### src/rtl/video_mode_ctl.sv
// Screen-mode controller: decodes menu button clicks, runs the MENU/GAME/CREDITS
// state machine, holds difficulty/theme, and muxes one renderer channel to VGA.
module video_mode_ctl #(
  parameter int N_CH        = 3,
  parameter int DIFF_LEVELS = 2,
  parameter int THEMES      = 7,
  parameter int BTN_X_MIN   = 362,
  parameter int BTN_X_MAX   = 674,
  parameter int BTN_Y_FIRST = 46,
  parameter int BTN_PITCH   = 192,
  parameter int BTN_H       = 100
) (
  input  logic               clk,
  input  logic               rst,
  input  logic [11:0]        xpos,
  input  logic [9:0]         ypos,
  input  logic               mouse_left,
  input  logic               button,
  input  logic               vblnk_in,
  input  logic [12*N_CH-1:0] rgb_in,
  input  logic [N_CH-1:0]    hsync_in,
  input  logic [N_CH-1:0]    vsync_in,
  output logic [11:0]        rgb_out,
  output logic               hsync_out,
  output logic               vsync_out,
  output logic [1:0]         sel,
  output logic               start,
  output logic [3:0]         difficulty,
  output logic [11:0]        color1,
  output logic [11:0]        color2
);

  typedef enum logic [1:0] {MENU, GAME, CREDITS} state_t;

  state_t      state;
  logic [2:0]  theme;
  logic        btn_s1, btn_s2, btn_s3;
  logic        mouse_prev;
  logic        vblnk_d1, vblnk_d2;
  logic        back, click, tick;
  logic        x_in;
  logic [11:0] y_ext;
  logic [3:0]  hit;
  logic [1:0]  state_ch;

  assign back  = btn_s2 & ~btn_s3;
  assign click = mouse_left & ~mouse_prev;
  assign tick  = vblnk_d1 & ~vblnk_d2;
  assign y_ext = {2'b00, ypos};
  assign x_in  = (xpos >= 12'(BTN_X_MIN)) && (xpos <= 12'(BTN_X_MAX));

  always_comb begin
    hit = '0;
    for (int k = 0; k < 4; k++) begin
      hit[k] = x_in &&
               (y_ext >= 12'(BTN_Y_FIRST + k*BTN_PITCH)) &&
               (y_ext <= 12'(BTN_Y_FIRST + k*BTN_PITCH + BTN_H));
    end
  end

  always_comb begin
    state_ch = 2'd0;
    case (state)
      GAME:    state_ch = 2'd1;
      CREDITS: state_ch = 2'd2;
      default: state_ch = 2'd0;
    endcase
  end

  // The pushbutton is asynchronous; the third flop only serves edge detection.
  always_ff @(posedge clk or posedge rst) begin
    if (rst) begin
      btn_s1     <= 1'b0;
      btn_s2     <= 1'b0;
      btn_s3     <= 1'b0;
      mouse_prev <= 1'b0;
      vblnk_d1   <= 1'b0;
      vblnk_d2   <= 1'b0;
    end else begin
      btn_s1     <= button;
      btn_s2     <= btn_s1;
      btn_s3     <= btn_s2;
      mouse_prev <= mouse_left;
      vblnk_d1   <= vblnk_in;
      vblnk_d2   <= vblnk_d1;
    end
  end

  always_ff @(posedge clk or posedge rst) begin
    if (rst) begin
      state      <= MENU;
      difficulty <= 4'd0;
      theme      <= 3'd0;
    end else begin
      case (state)
        MENU: begin
          if (click) begin
            if (hit[0]) begin
              state <= GAME;
            end else if (hit[3]) begin
              state <= CREDITS;
            end else if (hit[1]) begin
              difficulty <= (difficulty == 4'(DIFF_LEVELS-1)) ? 4'd0 : difficulty + 4'd1;
            end else if (hit[2]) begin
              theme <= (theme == 3'(THEMES-1)) ? 3'd0 : theme + 3'd1;
            end
          end
        end
        GAME, CREDITS: begin
          if (back) state <= MENU;
        end
        default: state <= MENU;
      endcase
    end
  end

  // The mux only follows the mode at frame boundaries so a frame is never split.
  always_ff @(posedge clk or posedge rst) begin
    if (rst) begin
      sel   <= 2'd0;
      start <= 1'b0;
    end else if (tick) begin
      sel   <= state_ch;
      start <= (state_ch == 2'd1);
    end
  end

  always_ff @(posedge clk or posedge rst) begin
    if (rst) begin
      rgb_out   <= 12'h000;
      hsync_out <= 1'b0;
      vsync_out <= 1'b0;
    end else begin
      rgb_out   <= rgb_in[sel*12 +: 12];
      hsync_out <= hsync_in[sel];
      vsync_out <= vsync_in[sel];
    end
  end

  always_ff @(posedge clk or posedge rst) begin
    if (rst) begin
      color1 <= 12'h000;
      color2 <= 12'hFFF;
    end else begin
      case (theme)
        3'd0:    begin color1 <= 12'h000; color2 <= 12'hFFF; end
        3'd1:    begin color1 <= 12'h099; color2 <= 12'hF66; end
        3'd2:    begin color1 <= 12'h909; color2 <= 12'h6F6; end
        3'd3:    begin color1 <= 12'h990; color2 <= 12'h66F; end
        3'd4:    begin color1 <= 12'h339; color2 <= 12'hFF6; end
        3'd5:    begin color1 <= 12'h933; color2 <= 12'h6FF; end
        3'd6:    begin color1 <= 12'h393; color2 <= 12'hF6F; end
        default: begin color1 <= 12'h555; color2 <= 12'hFF0; end
      endcase
    end
  end

endmodule

### config.mk
export PLATFORM = sky130hd
export DESIGN_NAME = video_mode_ctl
export DESIGN_NICKNAME = d
export VERILOG_FILES = /design/src/rtl/video_mode_ctl.sv
export SDC_FILE = /design/constraint.sdc
export NUM_CORES = 1
export LEC_CHECK = 0
export ABC_CLOCK_PERIOD_IN_PS = 2050
export CORE_MARGIN = 2
export CORE_UTILIZATION = 40
export DETAILED_ROUTE_END_ITERATION = 8
export PLACE_DENSITY = 0.77
export SLEW_MARGIN = 40
export SYNTH_ARGS = -nofsm -noshare
export SYNTH_HDL_FRONTEND = slang
export SYNTH_SLANG_ARGS = --single-unit
export TNS_END_PERCENT = 5
### constraint.sdc
create_clock -name clk -period 2.05 [get_ports clk]
set_clock_uncertainty 0.05 [all_clocks]
set_input_delay 0.41 -clock clk [delete_from_list [all_inputs] [get_ports clk]]
set_output_delay 0.41 -clock clk [all_outputs]
set_load 0.005 [all_outputs]
* Yosys cells after proc, flatten, opt, wreduce, memory -nomap -nowiden
Cells that the tools add are included.
** Operators by class
- Muxes and demuxes :: 14
- Bitwise gates (word level) :: 9
- Eq/ne operators :: 13
- Magnitude comparators :: 11
- Reductions and logical operators :: 15
- Shift operators :: 1
- Multipliers :: 1
- $add $sub $neg :: 2
** Operator list (number)
- 12-bit case mux with 7 select lines :: 2
- 36-bit by 7-bit indexed part select with 12-bit output :: 1
- 10-bit less-or-equal comparator (second input constant) :: 2
- 12-bit by 9-bit greater-or-equal comparator with 1-bit output (second input constant) :: 1
- 12-bit by 10-bit less-or-equal comparator with 1-bit output (second input constant) :: 1
- 10-bit greater-or-equal comparator (second input constant) :: 1
- 10-bit by 6-bit greater-or-equal comparator with 1-bit output (second input constant) :: 1
- 10-bit by 8-bit greater-or-equal comparator with 1-bit output (second input constant) :: 1
- 10-bit by 9-bit greater-or-equal comparator with 1-bit output (second input constant) :: 1
- 10-bit by 8-bit less-or-equal comparator with 1-bit output (second input constant) :: 1
- 10-bit by 9-bit less-or-equal comparator with 1-bit output (second input constant) :: 1
- 3-bit == test (second input constant) :: 3
- 1-bit logical AND :: 9
- 2-bit 2-to-1 mux :: 4
- 2-bit case mux with 2 select lines :: 2
- 3-bit by 2-bit == test with 1-bit output (second input constant) :: 2
- 1-bit NOT :: 6
- 6-bit AND reduction :: 1
- 5-bit AND reduction :: 1
- 4-bit by 1-bit adder with 4-bit output (second input constant) :: 1
- 1-bit binary-select mux with 2-bit select :: 2
- 2-bit by 1-bit == test with 1-bit output (second input constant) :: 2
- 4-bit by 1-bit == test with 1-bit output (second input constant) :: 1
- 2-bit by 2-bit multiplier with 4-bit output (second input constant) :: 1
- 14 further kinds :: 18
** Storage, ports and cells
- Register bits after elaboration :: 56
- Bits of input ports :: 69

* Longest topological paths before layout
- Depth in word-level cells :: 8
- Depth in mapped cells :: 7
- Depth with buffers taken out :: 7

* Worst setup path before layout
OpenSTA, ideal clock, no wires.
- Path kind :: in2reg
- Start point :: input xpos[4]
- End point :: register difficulty[1]
- Path slack :: 0.099 ns
- Buffers on the path :: 1
- Setup time :: 0.128 ns
- Arrival :: 1.773 ns
- Required time :: 1.872 ns
- Stages :: 6
- Path through :: and4b_1 > a221oi_1 > or3_1 > buf_6 > nor4_1 > mux2_1
** Between the ends
- Longest elaborated chain between the ends :: 6
** Ends and longest elaborated chain
- start: declaration :: line 15 : input logic [11:0] xpos,
- 12-bit by 9-bit greater-or-equal comparator with 1-bit output / 12-bit by 10-bit less-or-equal comparator with 1-bit output (equally long branches) :: line 50 : assign x_in = (xpos >= 12'(BTN_X_MIN)) && (xpos <= 12'(BTN_X_MAX));
- 1-bit logical AND * :: line 50
- 1-bit logical AND :: line 55 : hit[k] = x_in &&
- 1-bit logical AND :: line 56 : (y_ext >= 12'(BTN_Y_FIRST + k*BTN_PITCH)) &&
- 1-bit NOT (no line)
- 5-bit AND reduction (no line) *
- end signal: assignment :: line 103 : difficulty <= (difficulty == 4'(DIFF_LEVELS-1)) ? 4'd0 : difficulty + 4'd1;
- end: declaration :: line 28 : output logic [3:0] difficulty,
Mark *: on every way between the ends. The rest lies on a longest branch, timed or not.
A chain may end at the register's enable or synchronous reset.

* Final worst setup path
- Start point :: input ypos[6]
- End point :: register difficulty[1]
** Between the ends
- Longest elaborated chain between the ends :: 5
** Ends and longest elaborated chain
- start: declaration :: line 16 : input logic [9:0] ypos,
- 10-bit greater-or-equal comparator / 10-bit by 6-bit greater-or-equal comparator with 1-bit output (equally long branches) :: line 56
- 1-bit logical AND :: line 55
- 1-bit logical AND :: line 56
- 1-bit NOT (no line)
- 5-bit AND reduction (no line) *
Marked as above.

==> impl_summary.md <==
Run status
The flow ran to the end, and the final reports show no timing, DRC or antenna violations.

Min path
The tightest min-delay check is of the reg -> reg type.

Clock tree
The clock tree from TritonCTS is done. The clock buffer count from CTS is 5. The depth of the CTS H-tree is 2.

The number of clock sinks seen by CTS is 45. The later pin in the worst-skew pair is clocked with a latency of 0.28 ns. The CTS clock-pin slew for the worst setup and hold paths is 0.08 ns. The root buffer cell chosen for the clock tree is clkbuf_8. No sink is reached through more buffers than the 2 on the longest clock path.

Synthesis
The commonest register cell after synthesis is dfrtp_1. The mapped netlist covers 2221 um2. The Yosys step of the flow raised 0 warnings. The synthesized design contains 45 register bits. The count of mapped cells out of synthesis is 210. The unique cell type count in the Yosys netlist is 48.

Sequential cells were found to cover 50.93% of the synthesized design area. The synthesized design contains 0 enable-type register cells. A synthesized cell averages 10.58 um2. The fraction of synthesis flops using an asynchronous set or reset pin is 100.0%.

STA
The final critical path takes up 97.54% of the cycle. The clock period could shrink to 2.000 ns. The transition time at the pin with the least slew margin is 0.5833 ns. In the post-route analysis, the smallest setup slack over all paths is 0.05043 ns.

The number of pins exceeding their max-slew limit in the final report is 0. The total negative setup slack is 0 ns. The final-report hold violation count came to 0. Headroom to the max-slew limit came out at 60.93%. Setup repair after global routing left no endpoint under its margin.

Static timing analysis puts the maximum clock frequency at 500.1 MHz. The total setup violations reported at the end of the flow is 0.

Placement
Once placement completed, the tool counted placed cells totaling 395. The sum of net half-perimeters after detailed placement is 4221 um. Buffers placed on the I/O ports in this run total 109. The worst-case setup slack after placement is -0.5273 ns. The congestion estimate from routability-driven global placement came to 0.7850.

Routing
The total vias in the final route is 1997. The average wire per standard cell is 13.59 um. The number of iterations in the first detailed-routing pass is 4.

For this run, design rule violations remaining after detail routing come to 0. The count of nets left with antenna violations once routing finished came out at 0. Using the TritonRoute via totals, the vias-per-cell ratio works out to 4.943. The count of routing violations after the opening detailed-route iteration is 58. The final layout contains routed wiring with a total length of 5490 um.

Floorplan
The die covers 6165 um2. The number of I/O pins is 114. The floorplan has 27 rows.

The floorplan step defined a core boundary enclosing 5439 um2. The die is 78.52 um wide. The initial standard-cell utilization of the core is 40.83%.

In this run the vertical extent of the chip is 78.52 um.

Power
The peak supply drop is 0.0005328 V. In this run the static leakage power is 1.627 nW. The overall power of the completed layout is 2.925 mW.

The cell area power density is 799.4 nW/um2.

GRT
Entering global routing, the biggest net connects 23 pins. The first-pass GRT wire length is 9052 um. The overall track demand over capacity in global routing is 18.36%. The overflow left after global routing is 0. The number of antenna violations at the first check in global routing is 0.

The number of global-route vias before repair is 1979.

Critical path
The largest fanout of any net on the critical path is 6. The required time at the endpoint of the critical path is 2.17 ns. The kind of critical path is in -> reg.

The endpoint kind of the worst setup timing path is a flop. The startpoint type of the worst setup path is an input port. Data arrives at the worst endpoint at 2.12 ns.

Cells and area
The area added between synthesis and finish is 64.73%. In the layout the commonest cells are 95 x clkdlybuf4s50_1, 41 x dfrtp_1, 20 x buf_4. The share of cells above drive strength 1 is 15.36%. The library cell used most frequently in the layout, excluding fill and tap cells, is clkdlybuf4s50_1. The number of standard cells in the layout, taps in and fillers out is 404. The number of nets in the finished design is 404. The number of antenna diodes is 0.

Run
The count of max-cap constraint violations is 0.
==> cell type report <==
| cell class | count | area, um2 |
|---|---|---|
| tap | 72 | 90.09 |
| multi-input combinational | 139 | 1047 |
| timing repair buffer | 130 | 1269 |
| clock buffer | 7 | 76.32 |
| fill | 418 | 1780 |
| inverter | 10 | 37.54 |
| clock inverter | 1 | 7.507 |
| sequential | 45 | 1131 |
==> synthesized netlist by cell type, types with 6 or more instances <==
library cell / n / area [um2]
dfrtp_1: 41 / 1026
inv_1: 10 / 37.54
nand2b_1: 7 / 43.79
clkbuf_1: 6 / 22.52
o21ai_0: 18 / 90.09
nor2_1: 10 / 37.54
or3_1: 6 / 37.54
mux2i_1: 14 / 140.1
nand2_1: 17 / 63.81
buf_4: 11 / 82.58
==> worst paths after layout <==
kind | from | to | slack [ns] | cells after the start
min | btn_s1 | btn_s2 | 0.31 | 0
max | ypos[6] | difficulty[1] | 0.05 | 6
max reg2reg | state[0] | difficulty[1] | 0.12 | 5
min in group asynchronous | rst | color1[3] | 0.32 | 2
min reg2reg | btn_s1 | btn_s2 | 0.31 | 0
max in group asynchronous | rst | rgb_out[11] | 1.08 | 3
==> sequential cells by signal, indices dropped and copies added, names as in the netlist, 2 cells and up <==
signal	flops
state	2
theme	3
color2	4
color1	10
difficulty	4
rgb_out	12
==> power breakdown <==
part | switching, mW | internal, mW
Clock | 0.275 | 0.241
Sequential | 0.100 | 1.10
Combinational | 0.504 | 0.708
Total | 0.880 | 2.05
==> worst max-delay path, cell delays in order <==
cell and delay [ns]:
clkdlybuf4s50_1 0.59, nand2_1 0.12, o32ai_2 0.28, o21bai_2 0.11, nor4_4 0.26, mux2_1 0.35
==> kinds of logic after synthesis <==
logic type | synth area share, %
AO/OA/AOI/OAI | 14.87
buffers and inverters | 7.099
multiplexers | 8.845
XOR/XNOR | 1.578
other | 0.1689
AND/OR/NAND/NOR | 14.25
flip-flops | 50.93
adder cells (fa/ha/maj) | 2.254
==> through the flow <==
stage / cell area, um2 / utilization (%) / hold slack [ns]
2_1_floorplan: 2232 / - / 0.2812
3_3_place_gp: 3443 / 63.31 / 0.2825
3_5_place_dp: 3446 / 63.35 / 0.2958
4_1_cts: 3578 / 65.79 / 0.3140
5_1_grt: 3659 / 67.26 / 0.3187
6_report: 3659 / 67.26 / 0.3123
==> layer usage <==
layer	track usage, %	routed length [um]	up-vias
met4	7.719	113	0
met3	3.448	223	10
li1	-	-	974
met1	22.68	2222	949
met2	31.37	2930	64
met5	0	0	-
==> timing repair <==
action                     CTS  global route
setup buffers                0             1
hold buffers                 0             0
resized for setup           14            18
pin swaps                    6            11
setup endpoints to repair    9             8
Note: power is estimated with default switching activity, not from simulation.
